==> src/rtl/seg7_pkg.sv <==
// Shared constants for the 7-segment scan driver: glyph table (active-high {g,f,e,d,c,b,a})
// and the index-width helper used by the interface and the top.
package seg7_pkg;

    localparam logic [6:0] SEG7_OFF = 7'h00;

    localparam logic [6:0] SEG7_GLYPH [16] = '{
        7'h3F, 7'h06, 7'h5B, 7'h4F, 7'h66, 7'h6D, 7'h7D, 7'h07,
        7'h7F, 7'h6F, 7'h77, 7'h7C, 7'h39, 7'h5E, 7'h79, 7'h71
    };

    // A single-digit display still needs a 1-bit index port.
    function automatic int idx_w(input int n);
        return (n <= 1) ? 1 : $clog2(n);
    endfunction

endpackage

==> src/rtl/seg7_scan_driver_if.sv <==
// Register-file side (value/dp/blank/load/en) and display-pin side of the scan driver.
interface seg7_scan_driver_if
    import seg7_pkg::*;
#(
    parameter int DIGITS = 8
);
    localparam int IDX_W = idx_w(DIGITS);

    logic                  en;
    logic                  load;
    logic [4*DIGITS-1:0]   value;
    logic [DIGITS-1:0]     dp;
    logic [DIGITS-1:0]     blank;
    logic [6:0]            seg;
    logic                  seg_dp;
    logic [DIGITS-1:0]     an;
    logic [IDX_W-1:0]      digit_idx;

    modport master (
        output en, load, value, dp, blank,
        input  seg, seg_dp, an, digit_idx
    );

    modport slave (
        input  en, load, value, dp, blank,
        output seg, seg_dp, an, digit_idx
    );
endinterface

==> src/rtl/seg7_scan_driver_hex_decode.sv <==
// Combinational nibble to active-high segment pattern; polarity is applied by the caller.
module seg7_hex_decode
    import seg7_pkg::*;
(
    input  logic [3:0] i_nib,
    output logic [6:0] o_seg
);
    assign o_seg = SEG7_GLYPH[i_nib];
endmodule

==> src/rtl/seg7_scan_driver.sv <==
// Time-multiplexed hex display driver: shadow registers, slot/digit counters,
// leading-zero suppression and registered, polarity-adjusted pin outputs.
module seg7_scan_driver
    import seg7_pkg::*;
#(
    parameter int DIGITS     = 8,
    parameter int SLOT_CYC   = 50000,
    parameter int BLANK_CYC  = 16,
    parameter int ACTIVE_LOW = 1,
    parameter int LZ_BLANK   = 1
) (
    input  logic                clk,
    input  logic                rst,
    seg7_scan_driver_if.slave   bus
);
    localparam int   IDX_W = idx_w(DIGITS);
    localparam int   CNT_W = idx_w(SLOT_CYC);
    localparam logic INV   = (ACTIVE_LOW != 0);
    localparam logic LZ    = (LZ_BLANK != 0);

    logic [4*DIGITS-1:0] r_value;
    logic [DIGITS-1:0]   r_dp;
    logic [DIGITS-1:0]   r_blank;
    logic [CNT_W-1:0]    r_cnt;
    logic [IDX_W-1:0]    r_idx;
    logic [6:0]          r_seg;
    logic                r_seg_dp;
    logic [DIGITS-1:0]   r_an;

    logic [3:0]          w_nib [DIGITS];
    logic [DIGITS-1:0]   w_upper_zero;
    logic [DIGITS-1:0]   w_an_hi;
    logic [6:0]          w_glyph;
    logic                w_dark;
    logic                w_lit;
    logic                w_an_on;
    logic                w_wrap;

    // w_upper_zero[gi]: every nibble from gi up to the leftmost digit is zero.
    for (genvar gi = 0; gi < DIGITS; gi++) begin : g_digit
        assign w_nib[gi]        = r_value[4*gi +: 4];
        assign w_upper_zero[gi] = (r_value[4*DIGITS-1:4*gi] == '0);
        assign w_an_hi[gi]      = w_an_on && (r_idx == IDX_W'(gi));
    end

    seg7_hex_decode u_decode (
        .i_nib (w_nib[r_idx]),
        .o_seg (w_glyph)
    );

    assign w_dark  = r_blank[r_idx] | (LZ && (r_idx != '0) && w_upper_zero[r_idx]);
    assign w_lit   = bus.en && !w_dark;
    assign w_an_on = w_lit && (r_cnt >= CNT_W'(BLANK_CYC));
    assign w_wrap  = (r_cnt == CNT_W'(SLOT_CYC - 1));

    always_ff @(posedge clk) begin
        if (rst) begin
            r_value  <= '0;
            r_dp     <= '0;
            r_blank  <= '0;
            r_cnt    <= '0;
            r_idx    <= '0;
            r_seg    <= {7{INV}};
            r_seg_dp <= INV;
            r_an     <= {DIGITS{INV}};
        end else begin
            if (bus.load) begin
                r_value <= bus.value;
                r_dp    <= bus.dp;
                r_blank <= bus.blank;
            end
            if (bus.en) begin
                if (w_wrap) begin
                    r_cnt <= '0;
                    r_idx <= (r_idx == IDX_W'(DIGITS - 1)) ? '0 : r_idx + 1'b1;
                end else begin
                    r_cnt <= r_cnt + 1'b1;
                end
            end
            // Outputs are computed from pre-edge state, so a load on a wrap edge cannot tear.
            r_seg    <= (w_lit ? w_glyph : SEG7_OFF) ^ {7{INV}};
            r_seg_dp <= (w_lit && r_dp[r_idx]) ^ INV;
            r_an     <= w_an_hi ^ {DIGITS{INV}};
        end
    end

    assign bus.seg       = r_seg;
    assign bus.seg_dp    = r_seg_dp;
    assign bus.an        = r_an;
    assign bus.digit_idx = r_idx;

endmodule

==> src/flat_wrapper.sv <==
// flat-port wrapper written by rule: the top's interface ports become plain ports
module seg7_scan_driver_flat import seg7_pkg::*;
#(
    parameter int DIGITS     = 8,
    parameter int SLOT_CYC   = 50000,
    parameter int BLANK_CYC  = 16,
    parameter int ACTIVE_LOW = 1,
    parameter int LZ_BLANK   = 1
)
  (clk, rst, bus_en, bus_load, bus_value, bus_dp, bus_blank, bus_seg, bus_seg_dp, bus_an, bus_digit_idx);
  seg7_scan_driver_if #(.DIGITS(DIGITS)) bus_i ();
  input  logic clk;
  input  logic rst;
  input wire logic [$bits(bus_i.en)-1:0] bus_en;
  input wire logic [$bits(bus_i.load)-1:0] bus_load;
  input wire logic [$bits(bus_i.value)-1:0] bus_value;
  input wire logic [$bits(bus_i.dp)-1:0] bus_dp;
  input wire logic [$bits(bus_i.blank)-1:0] bus_blank;
  output wire logic [$bits(bus_i.seg)-1:0] bus_seg;
  output wire logic [$bits(bus_i.seg_dp)-1:0] bus_seg_dp;
  output wire logic [$bits(bus_i.an)-1:0] bus_an;
  output wire logic [$bits(bus_i.digit_idx)-1:0] bus_digit_idx;
  assign bus_i.en = bus_en;
  assign bus_i.load = bus_load;
  assign bus_i.value = bus_value;
  assign bus_i.dp = bus_dp;
  assign bus_i.blank = bus_blank;
  assign bus_seg = bus_i.seg;
  assign bus_seg_dp = bus_i.seg_dp;
  assign bus_an = bus_i.an;
  assign bus_digit_idx = bus_i.digit_idx;
  seg7_scan_driver #(.DIGITS(DIGITS), .SLOT_CYC(SLOT_CYC), .BLANK_CYC(BLANK_CYC), .ACTIVE_LOW(ACTIVE_LOW), .LZ_BLANK(LZ_BLANK)) u_core (.clk(clk), .rst(rst), .bus(bus_i));
endmodule
==> config.mk <==
export PLATFORM = sky130hd
export DESIGN_NAME = seg7_scan_driver_flat
export DESIGN_NICKNAME = d
export VERILOG_FILES = /design/src/rtl/seg7_pkg.sv /design/src/rtl/seg7_scan_driver_if.sv /design/src/rtl/seg7_scan_driver_hex_decode.sv /design/src/rtl/seg7_scan_driver.sv /design/src/flat_wrapper.sv
export SDC_FILE = /design/constraint.sdc
export NUM_CORES = 1
export LEC_CHECK = 0
export CORE_AREA = 2 2 89 91
export CTS_BUF_LIST = sky130_fd_sc_hd__clkbuf_8
export CTS_CLUSTER_DIAMETER = 150
export DETAILED_ROUTE_END_ITERATION = 8
export DIE_AREA = 0 0 91 93
export DONT_BUFFER_PORTS = 1
export PLACE_DENSITY = 0.68
export RECOVER_POWER = 100
export SYNTH_ARGS = -nofsm -noshare
export SYNTH_HDL_FRONTEND = slang
export SYNTH_SLANG_ARGS = --single-unit
==> constraint.sdc <==
create_clock -name clk -period 2.4 [get_ports clk]
set_clock_uncertainty 0.05 [all_clocks]
set_input_delay 0.24 -clock clk [delete_from_list [all_inputs] [get_ports clk]]
set_output_delay 0.24 -clock clk [all_outputs]
set_load 0.02 [all_outputs]
# After elaboration in Yosys (flattened, before gate mapping)
# Memories as Yosys holds them, arrays and structs flattened.
# Cells that the tools add are included.
# op_classes
n_addsub	2
multipliers	0
div_mod_pow	0
magnitude_cmp	4
eq_ne	8
shift	0
n_mux	14
bitwise_logic	6
reduce_logical	24
# op_table
operator	count
zero test 32 bit	1
zero test 28 bit	1
zero test 24 bit	1
two-way mux 7 bit	3
zero test 20 bit	1
adder 16 x 1 -> 16 bit, second input constant	1
== test 16 bit, second input constant	1
greater-or-equal comparator 16 x 5 -> 1 bit, second input constant	1
zero test 16 bit	1
two-way mux 16 bit	1
binary-select mux 4 bit (select 3 bit)	1
== test 3 bit, second input constant	4
logical AND 1 bit	12
zero test 12 bit	1
binary-select mux 1 bit (select 3 bit)	3
zero test 8 bit	1
two-way mux 4 bit	2
inverter 8 bit	1
inverter 7 bit	1
== test 3 x 2 -> 1 bit, second input constant	2
greater-or-equal comparator 5 bit, second input constant	1
inverter 4 -> 5 bit	1
greater-or-equal comparator 4 bit, second input constant	1
zero test 4 bit	1
other kinds (12)	14
# totals
ff_bits	83
latch_bits	0
ram_bits	0
rom_bits	112
input_bits	52
mem_count	1
# mem_list
memory	depth	width	read_ports	rd_clocked_by_memory_dff	write_ports	line_no	rtl
(no name shown)	16	7	1	0	0	seg7_scan_driver_hex_decode.sv:8	assign o_seg = SEG7_GLYPH[i_nib];

# Logic depth before layout (Yosys ltp)
# Gate-level depths: netlist (run 1).
# depth
depth_word	10
depth_mapped	11

# By module
# A second synthesis (run 1) with hierarchy kept.
# hier_totals
cells_unflattened	399
area_unflattened_um2	3903.7
# modules_own_cells
mod	n_inst	cells_each	area_each_um2	seq_area_each_um2
seg7_scan_driver	1	366	3613.5	1661.6
seg7_hex_decode	1	33	290.3	0.0

# Worst setup path after synthesis (run 1)
# Ideal clock, no wire load.
# synth_timing
path_kind	register -> register
from	reg u_core.r_idx[1], in the netlist u_core.bus.digit_idx[1]
to	reg u_core.r_seg[3], in the netlist u_core.bus.seg[3]
setup_ns	0.115
arrival_ns	2.324
setup_slack_ns	-0.089
path_stages_with_launch	11
n_path_buf	2
cell_sequence	dfxtp_1 buf_2 buf_4 mux4_2 nand2_1 and2_1 inv_1 ha_1 mux2_1 mux2i_1 nand2_1
# synth_between
elab_chain_cells	10
word_cells_on_any_way	19
classes_between	mux (10); bitwise (4); reduce/logical (4); memory (1)
# synth_lines
item	line_no	rtl
start: declaration	seg7_scan_driver.sv:25	logic [IDX_W-1:0] r_idx;
start signal: assignment	seg7_scan_driver.sv:75	r_idx <= (r_idx == IDX_W'(DIGITS - 1)) ? '0 : r_idx + 1'b1;
inverter 3 -> 4 bit (not written as such)	seg7_scan_driver.sv:47	.i_nib (w_nib[r_idx]),
binary-select mux 4 bit (select 3 bit)	seg7_scan_driver.sv:47	
two-way mux 4 bit (not written as such) (2 in series)	seg7_scan_driver.sv:47	
inverter 4 -> 5 bit (not written as such)	seg7_scan_driver_hex_decode.sv:8	
memory (16 x 7 bit)	-	
two-way mux 7 bit (not written as such) (2 in series)	seg7_scan_driver_hex_decode.sv:8	
two-way mux 7 bit *	seg7_scan_driver.sv:81	r_seg <= (w_lit ? w_glyph : SEG7_OFF) ^ {7{INV}};
inverter 7 bit (no source line) *	-	
end signal: assignment	seg7_scan_driver.sv:63	r_seg <= {7{INV}};
end signal: assignment	seg7_scan_driver.sv:81	
end: declaration	seg7_scan_driver.sv:26	logic [6:0] r_seg;
# Every way passes the cells marked *; elsewhere a longest branch is shown, timed or not. The select of a mux whose other input is x is not followed.
# A chain may end at the register's enable or synchronous reset.

# Worst setup path in the final report (run 1)
# layout_timing
from	reg u_core.r_idx[1], in the netlist u_core.bus.digit_idx[1]
to	reg u_core.r_seg[6], in the netlist u_core.bus.seg[6]
# Same word-level chain as after synthesis.

==> out/results.tsv, run 1 <==
stage	metric	value	unit
outcome	outcome	finished, violations left	
outcome	violations	negative hold slack	
power_and_ir_drop	p_total	2.981	mW
power_and_ir_drop	swShare	0.2368	
finish	final_cell_area	4938	um^2
critical_path	startpoint_type	flop	
critical_path	arrival	2400	ps
detailed_routing	wl	9679	um
finish	area_delta_synth_final	30.05	%
timing	finalMaxSlewViolations	0	
timing	fmax	0.4495	GHz
synth	yosysWarnings	0	
synth	synthFlopType	dfxtp_1	
synth	yosysTopAreaCellShare	0.4376	
detailed_routing	viasPerCell	5.490	
synth	synth_nets	443	
synth	syn_inst	377	
power_and_ir_drop	power_frac_seq	0.509	
synth	yosysTopAreaCell	dfxtp_1	
synth	syn_area	3797	um^2
floorplan	io_pins	71	
floorplan	core_area	7527	um^2
finish	fin_cells	565	
timing	fin_crit	2225	ps
power_and_ir_drop	pwr_density_cell	603.7	nW/um^2
global_route	grt.total_usage	0.2411	
timing	hold_viol	1	
timing	setup-violations-final	0	
synth	seq_area_frac_synth	0.4376	
global_route	grt_first_pass_wirelength	15970	um
timing	tightest_slew	543.1	ps
floorplan	die_h	93	um
clock_network	cts_tree	built	
detailed_routing	drtIter0Drc	183	
timing	tns	0	ps
power_and_ir_drop	netSwitchingPower	0.7059	mW
finish	seq_area	1663	um^2
place	dp.cells	463	
global_route	grt_pass1_vias	3208	
synth	synth_cell_type_count	42	
global_route	grt_max_degree	52	
detailed_routing	wl_per_cell	17.13	um
job	drv_cap	0	
synth	async_flop_share	0	
hold_path	hp-class	in -> reg	
critical_path	path_class	reg -> reg	
finish	multiInputGateArea	1958	um^2
place	io_buffers	0	
finish	nFillCells	605	
critical_path	rr_endpoint	u_core.bus.seg[6]$_SDFF_PP1_	
timing	grt_setup_unrepaired	no	
synth	avgSynthCellArea	10.07	um^2
power_and_ir_drop	p_leak	1.984	nW
power_and_ir_drop	clockPowerShare	0.371	
critical_path	r2r_cells	6	
clock_network	path_clk_slew	80	ps
power_and_ir_drop	p_int	2.275	mW
clock_network	clkLatencyLatePin	360	ps
place	place_hpwl	5864	um
place	gp_congestion	0.9010	
clock_network	cts.htree.levels	3	
synth	ys_top_cells_by_area	dfxtp_1, mux2i_1, nor2_1	
global_route	grt_antenna_before_repair	0	
critical_path	r2r-start	u_core.bus.digit_idx[1]$_SDFFE_PP0P_	
timing	whs	-5.337	ps
clock_network	cts_made_buffers	9	
finish	finalNetCount	524	
critical_path	worstPathRequired	2580	ps
floorplan	dieArea	8463	um^2
clock_network	clkSinkCount	83	
global_route	overflow	0	
critical_path	startpoint	u_core.bus.digit_idx[1]$_SDFFE_PP0P_	
detailed_routing	drc	0	
clock_network	cts_resized	0	
detailed_routing	ant_nets	0	
detailed_routing	first_pass_iters	5	
critical_path	end_kind	flop	
critical_path	r2r_setup_slack	180	ps
synth	synth-edff-count	0	
finish	antenna_cells	0	
detailed_routing	vias	3102	
synth	ys_ff_latch	83	
place	dpl-instance-area	3866	um^2
power_and_ir_drop	ir_worst_vdd	0.4279	mV
finish	drive_gt1_frac	0.08639	
clock_network	clockBufferDepth	2	
timing	slew_headroom	0.6380	
floorplan	fp-row-count	32	
timing	fin_crit_sh	0.9270	
clock_network	cts-root-buf	clkbuf_8	
floorplan	initial_core_util	0.5045	
critical_path	cp_max_fo	16	
power_and_ir_drop	share_comb_of_total_power	0.121	
critical_path	endpoint	u_core.bus.seg[6]$_SDFF_PP1_	
floorplan	die_x	91	um
metrics by stage:
step	utilization	setup WS, ps
floorplan	-	8.817
global placement	0.5136	150.9
detailed placement	0.5136	78.32
CTS	0.6544	68.39
global route	0.6561	50.01
finish	0.6561	175.1
worst min path at each step:
| stage | startpoint | to | cells past startpoint |
|---|---|---|---|
| after floorplan | bus_blank[2] | u_core.r_blank[2]$_SDFFE_PP0P_ | 2 |
| after global placement | rst | u_core.bus.digit_idx[1]$_SDFFE_PP0P_ | 1 |
| after detailed placement | rst | u_core.bus.digit_idx[1]$_SDFFE_PP0P_ | 1 |
| after CTS | bus_load | u_core.r_value[5]$_SDFFE_PP0P_ | 2 |
| after global routing | bus_value[27] | u_core.r_value[27]$_SDFFE_PP0P_ | 2 |
| final | bus_value[27] | u_core.r_value[27]$_SDFFE_PP0P_ | 2 |
layout make-up:
| type | count | area share |
|---|---|---|
| Multi-Input combinational cell | 260 | 0.3965 |
| Clock inverter | 6 | 0.01647 |
| Timing Repair Buffer | 93 | 0.1882 |
| Clock buffer | 10 | 0.02787 |
| Inverter | 11 | 0.008361 |
| Tap cell | 102 | 0.02584 |
| Sequential cell | 83 | 0.3367 |
critical path: stages (launching register included):
cell      delay [ps]
dfxtp_2          430
buf_4            280
mux4_2           360
or3_4            370
o221ai_1         300
buf_12           190
o221ai_1         110
power by group through the flow:
stage	clock network (mW)	registers, mW	logic, mW
2_1_floorplan	0	1.52	0.206
3_3_place_gp	0	1.54	0.190
3_5_place_dp	0	1.54	0.199
4_1_cts	1.11	1.51	0.345
5_1_grt	1.19	1.52	0.393
6_report	1.11	1.52	0.360
placed cells by master (no fill, tap or decap), types with 2 or more instances in the layout:
cell type / n
a211oi_1: 2
a21oi_1: 6
and2_1: 2
and4_1: 2
buf_12: 2
buf_4: 6
bufinv_16: 2
clkbuf_8: 10
dfxtp_1: 82
dlygate4sd3_1: 84
ha_1: 14
inv_1: 12
mux2_2: 2
mux2i_1: 56
mux4_2: 11
nand2_1: 15
nand2b_1: 5
nand3_1: 9
nand4_1: 15
nor2_1: 70
nor3_1: 4
nor4_1: 10
o211ai_1: 4
o21ai_0: 3
o221ai_1: 4
or2_1: 2
xnor2_1: 5
xor2_1: 9
synthesized netlist by cell type (3+ instances only):
cell type,instances
nand2_1,15
mux2i_1,56
ha_1,14
mux4_2,11
nand2b_1,5
nand4_1,15
dfxtp_1,83
o211ai_1,4
buf_4,3
nor3_1,4
clkbuf_1,9
nand3_1,9
buf_2,6
inv_1,10
xnor2_1,5
nor2_1,70
buf_1,4
xor2_1,9
nor4_1,10
a21oi_1,6
state kept, by name, summed over array words and instances (netlist names):
signal                count
u_core.r_value           32
u_core.r_blank            8
u_core.r_dp               8
u_core.bus.seg            7
u_core.bus.an             8
u_core.bus.digit_idx      3
u_core.r_cnt             16
u_core.bus.seg_dp         1
what timing repair did:
item                                   4_1_cts  5_1_grt
buffers inserted                             0        1
endpoints found under the hold margin       51        1
setup endpoints to repair                    0        2
hold buffers                                83        2
cells by family after synthesis:
| kind of cell | Yosys count | synth area share |
|---|---|---|
| flops | 83 | 0.4376 |
| compound gates | 22 | 0.04613 |
| simple gates | 139 | 0.1720 |
| mux | 71 | 0.2254 |
| buf+inv | 34 | 0.04053 |
| xor+xnor | 14 | 0.03229 |
| fa+ha+maj | 14 | 0.04613 |
metal layers:
metal / share of wire / GRT usage
met4: 0.018 / 0.1136
met1: 0.39 / 0.2753
met5: 0 / 0
met3: 0.059 / 0.05157
met2: 0.53 / 0.4309
No activity file was read; power rests on OpenSTA's default activity.
==> inputs of run 2 (changes only) <==
- CORE_AREA: 2 2 89 91 -> 2 2 90 92
- DIE_AREA: 0 0 91 93 -> 0 0 92 94
- PLACE_DENSITY: 0.68 -> 0.69
- SYNTH_HIERARCHICAL: unset -> 1
==> out/results.tsv, run 2 <==
stage	metric	value	unit
synth	synth_nets	466	
finish	multiInputGateArea	2083	um^2
floorplan	die_h	94	um
critical_path	path_class	reg -> reg	
synth	seq_area_frac_synth	0.4256	
synth	yosysMostFrequentCell	dfxtp_1	
synth	yosysWarnings	6	
power_and_ir_drop	swShare	0.2287	
finish	antenna_cells	0	
detailed_routing	viasPerCell	5.516	
critical_path	end_kind	flop	
detailed_routing	top_layer	met4	
global_route	overflow	0	
finish	final_cell_mix	dfxtp_1, nor2_1, dlygate4sd3_1	
clock_network	cts_tree	built	
synth	syn_area	3904	um^2
floorplan	dieArea	8648	um^2
hold_path	hold_start	bus_load	
detailed_routing	wl_met2	4435	um
global_route	grt_antenna_before_repair	0	
detailed_routing	wl	9067	um
clock_network	path_clk_slew	80	ps
timing	hold_viol	0	
finish	final_common_cell	dfxtp_1	
place	gp_congestion	0.8811	
global_route	grt_pass1_vias	2961	
synth	synthTopCellsByCount	dfxtp_1, nor2_1, mux2i_1	
finish	fin_util	0.6451	
timing	setup_ws	145.1	ps
clock_network	cts_resized	0	
critical_path	r2r_cells	8	
detailed_routing	drc	0	
power_and_ir_drop	netSwitchingPower	0.6720	mW
synth	ys_top_cells_by_area	dfxtp_1, mux2i_1, nor2_1	
clock_network	cts_made_buffers	9	
detailed_routing	wl_met1	4062	um
global_route	grt_max_degree	53	
clock_network	cts.htree.levels	3	
timing	setup-violations-final	0	
global_route	grt_first_pass_wirelength	14590	um
clock_network	clkLatencyLatePin	360	ps
critical_path	r2r-start	u_core/bus.digit_idx[0]$_SDFFE_PP0P_	
timing	fmax	0.4435	GHz
place	preCtsSetupSlack	78.31	ps
floorplan	io_pins	71	
clock_network	clockBufferDepth	2	
synth	synthFlopType	dfxtp_1	
hold_path	hold_path_depth	2	
power_and_ir_drop	share_comb_of_total_power	0.109	
power_and_ir_drop	p_int	2.267	mW
synth	yosysTopAreaCell	dfxtp_1	
detailed_routing	first_pass_iters	4	
timing	tightest_slew	525.5	ps
detailed_routing	route.met3.wl	398	um
synth	yosysTopAreaCellShare	0.4256	
detailed_routing	ant_nets	0	
floorplan	fp-row-count	32	
outcome	outcome	finished, final reports clean	
synth	ys_ff_latch	83	
finish	reg_top3	u_core/r_value x32, u_core/r_cnt x16	
synth	async_flop_share	0	
synth	synth_cell_type_count	43	
detailed_routing	wl_per_cell	15.91	um
finish	seq_area	1667	um^2
timing	tns	0	ps
critical_path	cp_max_fo	8	
finish	largest_reg_flops	32	
synth	avgSynthCellArea	9.784	um^2
place	io_buffers	0	
synth	syn_inst	399	
clock_network	clkSinkCount	83	
finish	nFillCells	596	
power_and_ir_drop	ir_worst_vdd	0.3318	mV
finish	area_delta_synth_final	25.71	%
synth	synth-edff-count	0	
power_and_ir_drop	pwr_density_cell	598.8	nW/um^2
timing	fin_crit_sh	0.9395	
critical_path	startpoint_type	flop	
detailed_routing	vias	3144	
critical_path	arrival	2480	ps
floorplan	core_area	7607	um^2
timing	fin_crit	2255	ps
timing	finalMaxSlewViolations	0	
finish	drive_gt1_frac	0.1047	
place	place_hpwl	6074	um
global_route	grt.total_usage	0.2165	
critical_path	worstPathRequired	2630	ps
critical_path	r2r_setup_slack	150	ps
critical_path	rr_endpoint	u_core/bus.seg[3]$_SDFF_PP1_	
power_and_ir_drop	clockPowerShare	0.384	
timing	grt_setup_unrepaired	yes	
detailed_routing	drtIter0Drc	143	
job	drv_cap	0	
floorplan	initial_core_util	0.5132	
timing	slew_headroom	0.6465	
floorplan	die_x	92	um
hold_path	hp-class	in -> reg	
power_and_ir_drop	p_leak	1.952	nW
clock_network	cts-root-buf	clkbuf_8	
hold_path	min_to	u_core/r_value[16]$_SDFFE_PP0P_	
finish	finalNetCount	530	
power_and_ir_drop	power_frac_seq	0.507	
finish	largest-register	u_core/r_value	
critical_path	startpoint	u_core/bus.digit_idx[0]$_SDFFE_PP0P_	
-- run 2: changes by cell type in the layout (fill, tap and decap cells not counted), sizes merged, moves of 5 or more --
cell,delta
nand4,+5
mux2i,-5
nand2,+7
or4,+11
dlygate4sd3,-18
-- run 2: kinds of logic after synthesis --
family          synth area share
simple gates              0.1997
xor+xnor                 0.02692
mux                       0.2131
flops                     0.4256
fa+ha+maj                0.04808
buf+inv                  0.04134
compound gates           0.04520
-- run 2: how the worst max path moves through the flow --
stage               slack, ps  cells past startpoint                           end
floorplan                  30                      9  u_core/bus.seg[3]$_SDFF_PP1_
finish                    150                      8  u_core/bus.seg[3]$_SDFF_PP1_
global route              -10                      7   u_core/bus.an[3]$_SDFF_PP1_
global placement          160                      7  u_core/bus.seg[3]$_SDFF_PP1_
detailed placement         80                      8  u_core/bus.seg[3]$_SDFF_PP1_
CTS                        50                      8  u_core/bus.seg[3]$_SDFF_PP1_
-- run 2: layout make-up --
cell class / count / share of cell area
Clock buffer: 11 / 0.03085
Clock inverter: 5 / 0.01555
Inverter: 13 / 0.009944
Multi-Input combinational cell: 279 / 0.4245
Sequential cell: 83 / 0.3396
Tap cell: 102 / 0.02601
Timing Repair Buffer: 77 / 0.1535
-- run 2: what timing repair did --
item / in CTS / in global routing
endpoints found under the hold margin: 54 / 1
setup buffers: 0 / 4
hold buffers: 65 / 2
setup endpoints to repair: 0 / 1
-- run 2: worst max-delay path: stages (launching register included) --
cell,delay (ps)
dfxtp_4,420
mux4_2,520
nand2_1,80
nand2_1,130
inv_1,160
ha_2,240
inv_1,40
mux4_1,470
nand4_1,80
-- run 2: metal layers --
layer | vias to the layer above | GRT usage
met5 | - | 0
met4 | 0 | 0.08582
met3 | 15 | 0.05538
met2 | 76 | 0.3615
met1 | 1508 | 0.2689
li1 | 1545 | -
-- run 2: power groups by stage --
stage | sequential [mW] | clock (mW) | combinational, mW
5_1_grt | 1.49 | 1.21 | 0.348
3_3_place_gp | 1.52 | 0 | 0.191
2_1_floorplan | 1.50 | 0 | 0.202
3_5_place_dp | 1.52 | 0 | 0.199
4_1_cts | 1.49 | 1.14 | 0.312
6_report | 1.49 | 1.13 | 0.321
-- run 2: stage by stage --
step                      cell area (um^2)  total power, mW  hold slack (ps)  cells
after CTS                             4860            2.941           0.2130    564
final                                 4907            2.939            20.04    570
after global placement                3971            1.709            264.4    483
after detailed placement              3971            1.718            267.8    483
after global routing                  4907            3.053            7.319    570
after floorplan                       3929            1.704            336.9    399
